--- config.mk ---
export PLATFORM = sky130hd
export DESIGN_NAME = branch_predict_unit
export DESIGN_NICKNAME = d
export VERILOG_FILES = /design/src/rtl/bpu_pkg.sv /design/src/rtl/bpu_pht.sv /design/src/rtl/branch_predict_unit.sv
export SDC_FILE = /design/constraint.sdc
export NUM_CORES = 1
export LEC_CHECK = 0
export BUFFER_PORTS_ARGS = -buffer_cell sky130_fd_sc_hd__buf_4
export CAP_MARGIN = 20
export CORE_UTILIZATION = 40
export CTS_CLUSTER_SIZE = 30
export DETAILED_ROUTE_END_ITERATION = 8
export GPL_TIMING_DRIVEN = 0
export PLACE_DENSITY = 0.69
export SLEW_MARGIN = 5
export SYNTH_ARGS = -nofsm -noshare
export SYNTH_HDL_FRONTEND = slang
export SYNTH_SLANG_ARGS = --single-unit
--- constraint.sdc ---
create_clock -name clk -period 7.8 [get_ports clk]
set_input_delay 0.78 -clock clk [delete_from_list [all_inputs] [get_ports clk]]
set_output_delay 0.78 -clock clk [all_outputs]
set_load 0.05 [all_outputs]
--- src/rtl/bpu_pkg.sv ---
// Shared types and the saturating 2-bit counter update for the branch predictor.
package bpu_pkg;

    typedef enum logic [1:0] {
        STRONG_NT = 2'b00,
        WEAK_NT   = 2'b01,
        WEAK_T    = 2'b10,
        STRONG_T  = 2'b11
    } pht_ctr_t;

    localparam pht_ctr_t PHT_RESET = WEAK_NT;

    function automatic pht_ctr_t pht_next(pht_ctr_t c, logic taken);
        pht_ctr_t n;
        n = c;
        if (taken && (c != STRONG_T)) begin
            n = pht_ctr_t'(c + 2'd1);
        end else if (!taken && (c != STRONG_NT)) begin
            n = pht_ctr_t'(c - 2'd1);
        end
        return n;
    endfunction

endpackage

--- src/rtl/bpu_pht.sv ---
// Pattern history table: 2**IndexBits saturating counters, one async read port and one
// training port.
module bpu_pht
    import bpu_pkg::*;
#(
    parameter int unsigned IndexBits = 6
) (
    input  logic                 clk,
    input  logic                 rst,
    input  logic [IndexBits-1:0] rd_idx,
    output pht_ctr_t             rd_ctr,
    input  logic                 upd_en,
    input  logic [IndexBits-1:0] upd_idx,
    input  logic                 upd_taken
);

    localparam int unsigned Depth = 2 ** IndexBits;

    pht_ctr_t pht_q [Depth];

    always_ff @(posedge clk or posedge rst) begin
        if (rst) begin
            for (int unsigned i = 0; i < Depth; i++) begin
                pht_q[i] <= PHT_RESET;
            end
        end else if (upd_en) begin
            pht_q[upd_idx] <= pht_next(pht_q[upd_idx], upd_taken);
        end
    end

    // Reads the pre-update value when the same entry is trained this cycle.
    assign rd_ctr = pht_q[rd_idx];

endmodule

--- src/rtl/branch_predict_unit.sv ---
// Per-PC 2-bit branch predictor with mispredict flush and corrected-PC generation.
// Define BPU_GSHARE_EN to XOR a global history register into the PHT index.
module branch_predict_unit
    import bpu_pkg::*;
#(
    parameter int unsigned WordSize  = 32,
    parameter int unsigned IndexBits = 6,
    parameter int unsigned HistBits  = 6
) (
    input  logic                 clk,
    input  logic                 rst,
    input  logic [WordSize-1:0]  fetch_pc,
    output logic                 pred_taken,
    output logic [IndexBits-1:0] pred_idx,
    input  logic                 res_valid,
    input  logic [IndexBits-1:0] res_idx,
    input  logic                 res_taken,
    input  logic                 res_pred_taken,
    input  logic [WordSize-1:0]  res_target,
    input  logic [WordSize-1:0]  res_npc,
    output logic                 flush,
    output logic [WordSize-1:0]  npc_corr,
    output logic [31:0]          mispred_cnt
);

    logic [IndexBits-1:0] pc_idx;
    pht_ctr_t             rd_ctr;
    logic                 mispredict;
    logic                 flush_d, flush_q;
    logic [WordSize-1:0]  npc_d, npc_q;
    logic [31:0]          cnt_d, cnt_q;

    assign pc_idx = fetch_pc[IndexBits+1:2];

`ifdef BPU_GSHARE_EN
    logic [HistBits-1:0] ghr_q;
    logic                unused_pc;

    always_ff @(posedge clk or posedge rst) begin
        if (rst) begin
            ghr_q <= '0;
        end else if (res_valid) begin
            ghr_q <= HistBits'({ghr_q, res_taken});
        end
    end

    assign pred_idx  = pc_idx ^ IndexBits'(ghr_q);
    assign unused_pc = ^{fetch_pc[WordSize-1:IndexBits+2], fetch_pc[1:0]};
`else
    logic unused_pc;

    assign pred_idx  = pc_idx;
    assign unused_pc = ^{fetch_pc[WordSize-1:IndexBits+2], fetch_pc[1:0], 1'(HistBits)};
`endif

    bpu_pht #(
        .IndexBits (IndexBits)
    ) u_pht (
        .clk       (clk),
        .rst       (rst),
        .rd_idx    (pred_idx),
        .rd_ctr    (rd_ctr),
        .upd_en    (res_valid),
        .upd_idx   (res_idx),
        .upd_taken (res_taken)
    );

    assign pred_taken = rd_ctr[1];
    assign mispredict = res_valid && (res_taken != res_pred_taken);

    always_comb begin
        flush_d = mispredict;
        npc_d   = npc_q;
        cnt_d   = cnt_q;
        if (mispredict) begin
            npc_d = res_taken ? res_target : res_npc;
            if (cnt_q != '1) begin
                cnt_d = cnt_q + 32'd1;
            end
        end
    end

    always_ff @(posedge clk or posedge rst) begin
        if (rst) begin
            flush_q <= 1'b0;
            npc_q   <= '0;
            cnt_q   <= '0;
        end else begin
            flush_q <= flush_d;
            npc_q   <= npc_d;
            cnt_q   <= cnt_d;
        end
    end

    assign flush       = flush_q;
    assign npc_corr    = npc_q;
    assign mispred_cnt = cnt_q;

endmodule

Word level (Yosys, flattened, before mapping)

Index checks and enable logic that the tools add are counted.
Widths: inputs -> output; s select.

$add $sub $neg: 3
Order comparisons: 3
Eq/ne operators: 3
Muxes and demuxes: 13
Bitwise operators: 2
Reduce and logical (&&, ||, !) cells: 7

Operators by type and width:

| kind                  | number |
|---|---|
| $bwmux 128            | 1 |
| $add 32x1->32 const B | 1 |
| $mux 32               | 1 |
| $ne 32x32->1 const B  | 1 |
| $bmux 2 s6            | 2 |
| $mux 2                | 8 |
| $ge 7x7->1 const B    | 2 |
| $not 6->7             | 2 |
| $demux 2 s6           | 1 |
| $lt 7x1->1 const B    | 1 |
| $logic_and 1x1->1     | 4 |
| $add 2x1->2 const B   | 1 |
| $ne 2x2->1 const B    | 1 |
| $reduce_and 2->1      | 1 |
| $reduce_bool 2->1     | 1 |
| $sub 2x1->2 const B   | 1 |
| $logic_not 1->1       | 1 |
| $ne 1x1->1            | 1 |

Bits in registers: 193
Input port bits: 107
Output and inout bits: 72
Word-level logic and storage cells: 98

Logic depth before layout (Yosys ltp)

Word-level depth: 10
Mapped depth: 16
Depth with buffers taken out: 11

Cells and area by module

A second synthesis with hierarchy kept.

Cells, all modules: 1085
Area, all modules: 10776.6 µm²

Modules (own cells, without submodules):

| module              | instances | cells each | area an instance (µm²) | sequential area each (µm²) |
|---|---|---|---|---|
| bpu_pht             | 1         | 786        | 7672.4                 | 3283.1 |
| branch_predict_unit | 1         | 299        | 3104.2                 | 1626.6 |

Worst setup path before layout

OpenSTA, ideal clock, no wires.

Kind: input to output
Start: input port fetch_pc[2]
End: output port pred_taken
Data arrival time: 2.914 ns
Data required time: 7.020 ns
Path slack: 4.106 ns
Stages: 5
Buffers on the path: 2
Cells stage by stage: buf_2 -> buf_2 -> mux4_2 -> mux4_2 -> mux4_2

Cells in the longest elaborated chain, start to end: 4

Ends and longest elaborated chain:

| item                                       | line                      | RTL |
|---|---|---|
| start: declaration                         | branch_predict_unit.sv:12 | `input logic [WordSize-1:0] fetch_pc,` |
| $not 6->7 (implied by the code)            | bpu_pht.sv:32             | `assign rd_ctr = pht_q[rd_idx];` |
| $bmux 2 s6                                 | bpu_pht.sv:32             |  |
| $mux 2 (implied by the code) (2 in series) | bpu_pht.sv:32             |  |
| end: declaration                           | branch_predict_unit.sv:13 | `output logic pred_taken,` |

Every way passes these cells. The select of a mux whose other input is x is not followed.

Final worst setup path

Start: input port fetch_pc[3]
End: output port pred_taken

Same word-level chain as after synthesis.

==> impl_results.md <==
* Fin crit share at 55.93%
* Final Wtd Congestion at 0.9342
* Ant diodes at 0
* Worst skew pair latency at 0.45 ns
* Critical path class: in -> out
* Top Usage Layer GRT: met2
* CTS H-tree depth at 4
* Clk pwr share at 27.9%
* 1st-iter DRT viols at 921
* Sequential cell fraction of total power at 43.2%
* Vias at 8,666
* Max FO, Critical Path at 10
* CTS tree: built
* Routed WL at 30.36 mm
* Clock-pin slew on the worst setup and hold paths at 0.09 ns
* # hold bufs at CTS at 0
* Slew HR at 36.30%
* Hold slack at 0.4076 ns
* Die H at 160.5 um
* Die Span X at 160.5 um
* Achievable frequency at 229.2 MHz
* Final Hold Fails at 0
* Total iterations of the first detailed-routing run at 6
* Power per cell area at 264.7 nW/um2
* Post-CTS sizing at 0
* Switching share of power at 37.03%
* WP data arrival at 3.58 ns
* Final Max Slew Viols at 0
* CTS Buf Count at 17
* Overflow after GRT at 0
* Met2 usage at 38.55%
* Clock tree buffer depth at 2
* Avg Synthesized Cell Area at 10.09 um2
* Async SR Flop Fraction at 100.0%
* Synth warn at 0
* Area delta synth->final at 21.27%
* Initial Util at 41.07%
* GR Util met3 at 7.464%
* Fin util at 49.81%
* Mapped Area at 10,050 um2
* Post-route ant nets at 0
* Pre-CTS setup slack at 2.995 ns
* Worst hold path type: in -> async
* Combinational power share at 29.0%
* Unique masters post-synth at 55
* FP Rows at 57
* Cell area after layout at 12,180 um2
* Layout cell share with drive strength beyond 1 at 27.85%
* Met1 usage at 31.93%
* Leading cell types in the layout, fill and taps excluded: nor2_1, buf_4, dfrtp_1
* Outcome: complete, no violations
* Core ar. at 24,460 um2
* FF-to-FF End: u_pht.pht_q[83]
* Vias in the first global route at 8,542
* Detailed-route DRC error count at 0
* Crit path to: pred_taken
* Leak Pwr at 5.252 nW
* Int Pwr at 2.031 mW
* Number of flops mapped to enable cells by yosys at 0
* Data required time of the worst path at 7.02 ns
* Clock sinks at 193
* Min Tclk post-route at 4.362 ns
* DP HPWL at 21.53 mm
* Element type at the critical path end: output port
* Critical Path Start Type: input pin
* Yosys top cell by area: dfrtp_1
* Most common cell after layout, fill and taps aside: nor2_1
* Global Route Usage Sum at 24.43%
* Sequential share of the synthesized area at 48.87%
* First-pass GRT wire length at 48.36 mm
* Post-Synthesis Cells at 996
* Peak supply drop at 0.0001792 V
* Worst r2r path cells at 11
* Vias per std cell at 5.785
* Worst slew pin tran at 0.9482 ns
* Yosys reg bits at 193
* Dominant cells by area after synthesis: dfrtp_1, dfstp_2, nor2_1, a31oi_1, mux4_2
* Setup WS post-layout at 3.438 ns
* Wire length per cell at 20.26 um
* Final setup violation count at 0
* Clk_skew at 0.01639 ns
* Post-DP Area at 11,570 um2
* Maxcap violations at 0
* Synth Flop Type: dfrtp_1
* P_sw at 1.194 mW
* RR Startpoint: u_pht.pht_q[70]
* R2R Setup Slk at 3.99 ns
* RSZ-0062 raised after global routing: no
* Ports at 179
* Syn_nets at 1,106
* Post-synth top area share at 32.13%
* Post-CTS Setup Inserts at 0
* Die area at 25,760 um2
* Nets at 1,271
* Design Power at 3.225 mW
* # port buffers at 144
* Root Driver: clkbuf_16
* Initial antenna violation count at 1
* Worst setup startpoint: fetch_pc[3]
* Largest net degree at the start of global routing at 99
-- critical path, cell delays in order --
cell	delay [ns]
clkbuf_1	0.44
clkbuf_1	0.69
mux4_2	0.46
mux4_2	0.53
mux4_2	0.48
buf_4	0.20
-- per-stage QoR --
step                      instances  TNS (ns)
after global placement         1464    -47.75
after floorplan                 996         0
final                          1498         0
after detailed placement       1465         0
after CTS                      1497         0
after global routing           1498         0
-- flip-flops by register name, summed over array words and instances, names as in the netlist --
name / flops
npc_corr: 32
flush: 1
u_pht.pht_q: 128
mispred_cnt: 32
-- power groups by stage --
stage	sequential, mW	clock (mW)	combinational [mW]
after global placement	1.40	0	0.907
after detailed placement	1.40	0	0.927
after CTS	1.39	0.910	0.927
final	1.39	0.899	0.934
after global routing	1.42	0.952	1.01
after floorplan	1.52	0	0.494
-- area by class of cell --
| class | instances | area [um2] |
|---|---|---|
| clock inverters | 15 | 182.7 |
| fillers | 2227 | 12280 |
| multi-input cells | 722 | 4707 |
| clock buffers | 17 | 425.4 |
| well taps | 324 | 405.4 |
| repair buffers | 146 | 1116 |
| inverters | 6 | 30.03 |
| plain buffers | 75 | 407.9 |
| flip-flops and latches | 193 | 4910 |
-- Yosys cell counts, types with 9 or more instances --
cell type / n
buf_4: 10
a31oi_1: 120
xnor2_1: 20
mux2i_1: 64
mux4_2: 30
dfrtp_1: 129
dfstp_2: 64
a21oi_1: 17
nor2_1: 209
buf_2: 23
nand3_1: 14
xor2_1: 12
clkbuf_1: 29
o22a_1: 9
nand2_1: 66
nor3_1: 17
o21ai_0: 38
nand4_1: 14
nand2b_1: 18
-- metal layers --
metal | routed length, um | up-vias
li1 | - | 3929
met1 | 12210 | 4189
met2 | 14210 | 486
met4 | 761 | 0
met5 | 0 | -
met3 | 3173 | 62
-- cells by family (layout without fill, tap and decap cells) --
group / Yosys count / in the layout / synth area share (%)
compound gates: 212 / 212 / 13.54
mux: 98 / 98 / 13.55
flops: 193 / 193 / 48.87
buf+inv: 81 / 259 / 4.284
xor+xnor: 32 / 32 / 2.790
fa+ha+maj: 3 / 3 / 0.3736
simple gates: 377 / 377 / 16.60
-- how the worst min path moves through the flow --
stage | startpoint | end | cells past startpoint
floorplan | u_pht.pht_q[114] | u_pht.pht_q[114] | 2
global placement | npc_corr[14] | npc_corr[14] | 2
detailed placement | npc_corr[17] | npc_corr[17] | 2
CTS | rst | mispred_cnt[22] | 2
global route | rst | mispred_cnt[22] | 2
finish | rst | mispred_cnt[21] | 2
(Power assumes the default switching activity.)
